===== src/rtl/timestep_controller_pkg.sv =====
// Shared types and field positions for the timestep sequencing FSM.
package tsc_pkg;

  localparam int IW = 10;
  localparam int TW = 2;

  localparam int OP_MSB = 9;
  localparam int OP_LSB = 8;
  localparam int RX_MSB = 7;
  localparam int RX_LSB = 6;
  localparam int RY_MSB = 5;
  localparam int RY_LSB = 4;

  typedef enum logic [1:0] {
    OP_LOAD = 2'b00,
    OP_MOV  = 2'b01,
    OP_ADD  = 2'b10,
    OP_SUB  = 2'b11
  } opcode_t;

  typedef enum logic [TW-1:0] {
    T0 = 2'd0,
    T1 = 2'd1,
    T2 = 2'd2,
    T3 = 2'd3
  } tstep_t;

endpackage


===== src/rtl/timestep_controller_rise_detect.sv =====
// One-flop rising-edge pulse generator for already-synchronised levels.
module rise_detect (
  input  logic clk,
  input  logic rst,
  input  logic level_i,
  output logic rise_o
);

  logic prev_q;
  logic prev_d;

  always_comb begin
    prev_d = level_i;
  end

  always_ff @(posedge clk) begin
    if (rst) prev_q <= 1'b0;
    else     prev_q <= prev_d;
  end

  assign rise_o = level_i & ~prev_q;

endmodule


===== src/rtl/timestep_controller.sv =====
// Instruction sequencer: latches INSTR on an EXEC rise and walks T0..T3 driving
// bus/register-file/ALU enables. Optional macro SINGLE_STEP_EN gates T1..T3 on STEP rises.
module timestep_controller
  import tsc_pkg::*;
(
  input  logic          clk,
  input  logic          rst,
  input  logic [IW-1:0] INSTR,
  input  logic          EXEC,
  input  logic          STEP,
  output logic [TW-1:0] TIME,
  output logic          DONE,
  output logic          EXT_OUT,
  output logic          R_OUT,
  output logic [1:0]    RD_ADDR,
  output logic          R_IN,
  output logic [1:0]    WR_ADDR,
  output logic          A_IN,
  output logic          G_IN,
  output logic          ALU_SUB,
  output logic          G_OUT
);

  tstep_t        state_q, state_d;
  logic [IW-1:0] ir_q, ir_d;
  logic          exec_rise;
  logic          advance;

  logic          r_in_c, a_in_c, g_in_c;
  opcode_t       op;
  logic [1:0]    rx, ry;
  logic          unused_ir;

  rise_detect u_exec_rise (
    .clk     (clk),
    .rst     (rst),
    .level_i (EXEC),
    .rise_o  (exec_rise)
  );

`ifdef SINGLE_STEP_EN
  logic step_rise;

  rise_detect u_step_rise (
    .clk     (clk),
    .rst     (rst),
    .level_i (STEP),
    .rise_o  (step_rise)
  );

  assign advance = step_rise;
`else
  logic unused_step;
  assign unused_step = STEP;
  assign advance     = 1'b1;
`endif

  assign op        = opcode_t'(ir_q[OP_MSB:OP_LSB]);
  assign rx        = ir_q[RX_MSB:RX_LSB];
  assign ry        = ir_q[RY_MSB:RY_LSB];
  assign unused_ir = ^ir_q[3:0];

  // Controls decode only from registered state and IR, never from INSTR.
  always_comb begin
    state_d = state_q;
    ir_d    = ir_q;
    DONE    = 1'b0;
    EXT_OUT = 1'b0;
    R_OUT   = 1'b0;
    RD_ADDR = 2'd0;
    r_in_c  = 1'b0;
    WR_ADDR = 2'd0;
    a_in_c  = 1'b0;
    g_in_c  = 1'b0;
    ALU_SUB = 1'b0;
    G_OUT   = 1'b0;
    unique case (state_q)
      T0: begin
        if (exec_rise) begin
          ir_d    = INSTR;
          state_d = T1;
        end
      end
      T1: begin
        unique case (op)
          OP_LOAD: begin
            EXT_OUT = 1'b1;
            r_in_c  = 1'b1;
            WR_ADDR = rx;
            DONE    = 1'b1;
            if (advance) state_d = T0;
          end
          OP_MOV: begin
            R_OUT   = 1'b1;
            RD_ADDR = ry;
            r_in_c  = 1'b1;
            WR_ADDR = rx;
            DONE    = 1'b1;
            if (advance) state_d = T0;
          end
          OP_ADD, OP_SUB: begin
            R_OUT   = 1'b1;
            RD_ADDR = rx;
            a_in_c  = 1'b1;
            if (advance) state_d = T2;
          end
        endcase
      end
      T2: begin
        R_OUT   = 1'b1;
        RD_ADDR = ry;
        g_in_c  = 1'b1;
        ALU_SUB = op[0];
        if (advance) state_d = T3;
      end
      T3: begin
        G_OUT   = 1'b1;
        r_in_c  = 1'b1;
        WR_ADDR = rx;
        DONE    = 1'b1;
        if (advance) state_d = T0;
      end
    endcase
  end

  // Under single-step, holding a timestep must not repeat its register writes.
  assign R_IN = r_in_c & advance;
  assign A_IN = a_in_c & advance;
  assign G_IN = g_in_c & advance;
  assign TIME = state_q;

  always_ff @(posedge clk) begin
    if (rst) begin
      state_q <= T0;
      ir_q    <= '0;
    end else begin
      state_q <= state_d;
      ir_q    <= ir_d;
    end
  end

endmodule

===== config.mk =====
export PLATFORM = sky130hd
export DESIGN_NAME = timestep_controller
export DESIGN_NICKNAME = d
export VERILOG_FILES = /design/src/rtl/timestep_controller_pkg.sv /design/src/rtl/timestep_controller_rise_detect.sv /design/src/rtl/timestep_controller.sv
export SDC_FILE = /design/constraint.sdc
export NUM_CORES = 1
export LEC_CHECK = 0
export CORE_AREA = 2 2 39 41
export DETAILED_ROUTE_END_ITERATION = 16
export DIE_AREA = 0 0 41 43
export PLACE_DENSITY = 0.78
export SLEW_MARGIN = 5
export SYNTH_ARGS = -nofsm -noshare
export SYNTH_HDL_FRONTEND = slang
export SYNTH_SLANG_ARGS = --single-unit

===== constraint.sdc =====
create_clock -name clk -period 2.32 [get_ports clk]
set_input_delay 0.464 -clock clk [delete_from_list [all_inputs] [get_ports clk]]
set_output_delay 0.464 -clock clk [all_outputs]
set_load 0.02 [all_outputs]

After elaboration in Yosys (flattened, before gate mapping)
Cells that the tools add are included.

Flip-flop bits (word level): 13. Logic and storage cells: 36. Output and inout bits: 14. Input bits: 14.

Reductions and logical operators: 6. Bitwise logic cells: 2. Equal/unequal tests: 7. Multiplexer cells: 18.

Operators with widths (number): 2-bit one-hot mux with 2 select lines (4); 1-bit two-way mux (9); 2-bit equality test, second input constant (4); 2-bit one-hot mux with 4 select lines (1); 2-bit by 1-bit equality test with 1-bit output, second input constant (2); 2-bit zero test (2); 2-bit two-way mux (2); 1-bit one-hot mux with 2 select lines (2); 2-bit OR reduction (2); 3-bit OR reduction (1); 2-bit != test, second input constant (1); 2-bit AND reduction (1); 1-bit bitwise AND (1); 1-bit NOT (1).

Logic depth before layout (Yosys ltp)
Word-level depth: 4. Mapped depth: 6. Depth with buffers taken out: 5.

By module
Synthesis repeated with hierarchy kept, for this count alone.

Cells, all modules: 62. Area, all modules: 531.8 µm².

Modules (own cells, without submodules): timestep_controller (area an instance 484.2 µm², times used 1, sequential area each 160.2 µm², cells each 59); rise_detect (area an instance 47.5 µm², times used 1, sequential area each 20.0 µm², cells each 3).

Least setup slack after synthesis
OpenSTA, ideal clock, no wires.

Kind: reg-to-output. From: reg state_q[0], in the netlist TIME[0]. To: out RD_ADDR[0]. Cell stages (with the launch flop): 5. Data required time: 1856 ps. Data arrival time: 1425 ps. Path buffers: 0. Slack: 431 ps. Cells stage by stage: dfxtp_1 -> inv_1 -> ha_1 -> a21o_1 -> a32o_1.

Longest elaborated chain between the ends: 2. Elaborated cells on any way between the ends: 3. Those cells by class: 2 x eq/ne; 1 x mux.

RTL lines: from (decl) (line timestep_controller.sv:24) `tstep_t state_q, state_d;`; from (signal assigned) (line timestep_controller.sv:137) `state_q <= state_d;`; 2-bit equality test or 2-bit by 1-bit equality test with 1-bit output (tied branches) (line timestep_controller.sv:77) `unique case (state_q)`; 2-bit one-hot mux with 2 select lines * (line timestep_controller.sv:77); to (decl) (line timestep_controller.sv:15) `output logic [1:0] RD_ADDR,`.

Every way passes the cells marked *; elsewhere a longest branch is shown, timed or not.

==> impl_metrics.json <==
{
  "yosys-top-cells-area": "dfxtp_1 37%, mux2i_1 14%, ha_1 10%",
  "grt_pass1_wl_mm": 1.531,
  "cp_max_fo": 4,
  "setup_violations": 0,
  "ys_top_cells_by_count": "9 x dfxtp_1, 8 x nor2_1, 7 x mux2i_1",
  "cp.arrival_ns": 1.74,
  "layout_worst_path_cycle_share_pct": 94.93,
  "min_period_ns": 2.202,
  "chipWidth_um": 41,
  "cp.required_ns": 1.86,
  "hold_buffers": 0,
  "initial_core_util_pct": 35.35,
  "areaGrowthSynthToFinish_pct": 57.54,
  "gp_congestion": 0.7410,
  "first_pass_iters": 4,
  "whs_ns": 0.5105,
  "synth-adder-area-share_pct": 10.23,
  "die_h_um": 43,
  "yosysTopAreaCell": "dfxtp_1",
  "synthMuxAreaShare_pct": 14.32,
  "core-area_mm2": 0.001384,
  "skew_ns": 0.004955,
  "finish.net_count": 97,
  "wl_per_cell_um": 10.69,
  "post-dp-hpwl_um": 805.4,
  "path_class": "reg2out",
  "dp_worst_setup_slack_ns": 0.08387,
  "diodes": 0,
  "ys_seq_area_share_pct": 36.83,
  "postCtsSetupBuffers": 0,
  "syn_area_per_cell_um2": 9.408,
  "viasPerCell": 4.819,
  "ys_ff_latch": 9,
  "clkSlewWorstSetupHoldPaths_ns": 0.06,
  "rsz0062_at_grt": "false",
  "slew_viol_final": 0,
  "cp-start-kind": "flip-flop",
  "tns_ns": 0,
  "ys_warn_count": 0,
  "relSlewSlack_pct": 76.91,
  "row_count": 14,
  "syn_inst": 52,
  "grt_overflow": 0,
  "synth_area_um2": 489.2,
  "cp-end-kind": "output port",
  "syn_nets": 70,
  "cts_tree": "yes",
  "cts.root.buffer_cell": "clkbuf_4",
  "ctsResizeCount": 4,
  "p_leak_nw": 0.4174,
  "synthFlopType": "dfxtp_1",
  "synth_edf_count": 0,
  "cts_max_path_buffers": 2,
  "drive_gt1_share_pct": 10.26,
  "dr_total_vias": 453,
  "clock-sinks": 9,
  "synthXorXnorAreaFrac_pct": 0,
  "finish.utilization_pct": 55.70,
  "status": "finished clean",
  "worst_pin_slew_ns": 0.3453,
  "layout_setup_ws_ns": 0.1175,
  "synth_top_family_by_area": "simple AND/OR/NAND/NOR gates",
  "p_total_mw": 0.3945,
  "synth-async-reset-ratio_pct": 0,
  "numPortBuffers": 22,
  "cts_buffers": 3,
  "yosys.area_share.simple_pct": 22.51,
  "synth_compound_area_share_pct": 11.51,
  "grt_pass1_vias": 376,
  "grt.total_usage_pct": 12.98,
  "grt_start_max_net_pins": 11,
  "fmax_mhz": 454.0,
  "ir_drop_v": 0.0004155,
  "drc": 0,
  "yosysMostFrequentCell": "dfxtp_1",
  "synth_cell_types": 17,
  "routed_wl_mm": 1.005,
  "synth_top_cell_area_share_pct": 36.83,
  "hp-class": "reg2reg",
  "clk_latency_ns": 0.25,
  "dieArea_mm2": 0.001763,
  "grt_antenna_before_repair": 0,
  "postRouteAntennaNets": 0,
  "pin_count": 28,
  "drv_cap": 0,
  "p_per_area_mw_per_mm2": 511.9,
  "hold_viol": 0,
  "first_iter_violations": 8,
  "cts-htree-levels": 1
}
==> routing by layer <==
layer	track usage, %	vias up	wire (µm)
met5	0	-	0
met4	8.000	0	0
met3	3.141	0	69
met2	19.06	18	469
met1	16.18	206	466
li1	-	229	-
==> cell type report <==
cell class                      count  area, µm²
Timing Repair Buffer               24      242.7
Tap cell                           16      20.02
Inverter                            3      11.26
Fill cell                         132      613.1
Clock buffer                        4      26.28
Sequential cell                     9      181.4
Multi-Input combinational cell     38      289.0
==> where the power goes <==
group	leakage (nW)	internal [mW]	switching (mW)	total, mW
clock network	0.0150	0.0661	0.0523	0.118
registers	0.0742	0.166	0.00888	0.175
logic	0.328	0.0529	0.0487	0.102
==> layout by cell type, fill, tap and decap left out <==
cell type / count
nor2b_2: 1
nand2b_1: 3
clkbuf_1: 1
dfxtp_2: 1
buf_4: 2
dlymetal6s2s_1: 4
dfxtp_1: 8
mux2i_1: 7
o21a_1: 2
and3_1: 1
nor2_1: 8
clkbuf_4: 3
a32o_1: 2
and2_1: 2
dlygate4sd2_1: 2
nor2b_1: 4
nand3b_2: 1
inv_1: 3
a21o_1: 1
a311oi_1: 1
ha_1: 4
clkdlybuf4s50_1: 14
clkdlybuf4s15_1: 2
a21oi_1: 1
==> through the flow <==
step                      area [µm²]  std cells
after floorplan                489.2         52
final                          770.7         94
after CTS                      754.5         94
after global placement         733.2         90
after global routing           770.7         94
after detailed placement       733.2         90
==> cells by family after synthesis <==
group | after synthesis
compound gates | 7
fa+ha+maj | 4
buf+inv | 5
flops | 9
mux | 7
simple gates | 20
==> path summary, 6_finish.rpt <==
| check | start | end | slack, ns | depth (start not counted) |
|---|---|---|---|---|
| worst max-delay path | flip-flop | RD_ADDR[0] | 0.12 | 6 |
| worst min-delay path | ir_q[5] | ir_q[5] | 0.51 | 2 |
| worst max register to register | TIME[0] | ir_q[9] | 1.01 | 5 |
| worst min register to register | ir_q[5] | ir_q[5] | 0.51 | 2 |
==> worst max-delay path, stage by stage (launching register included) <==
cell	delay [ns]
dfxtp_1	0.32
inv_1	0.06
ha_1	0.21
nor2b_2	0.17
a21o_1	0.19
a32o_1	0.25
clkdlybuf4s15_1	0.28
(Power assumes the default switching activity.)
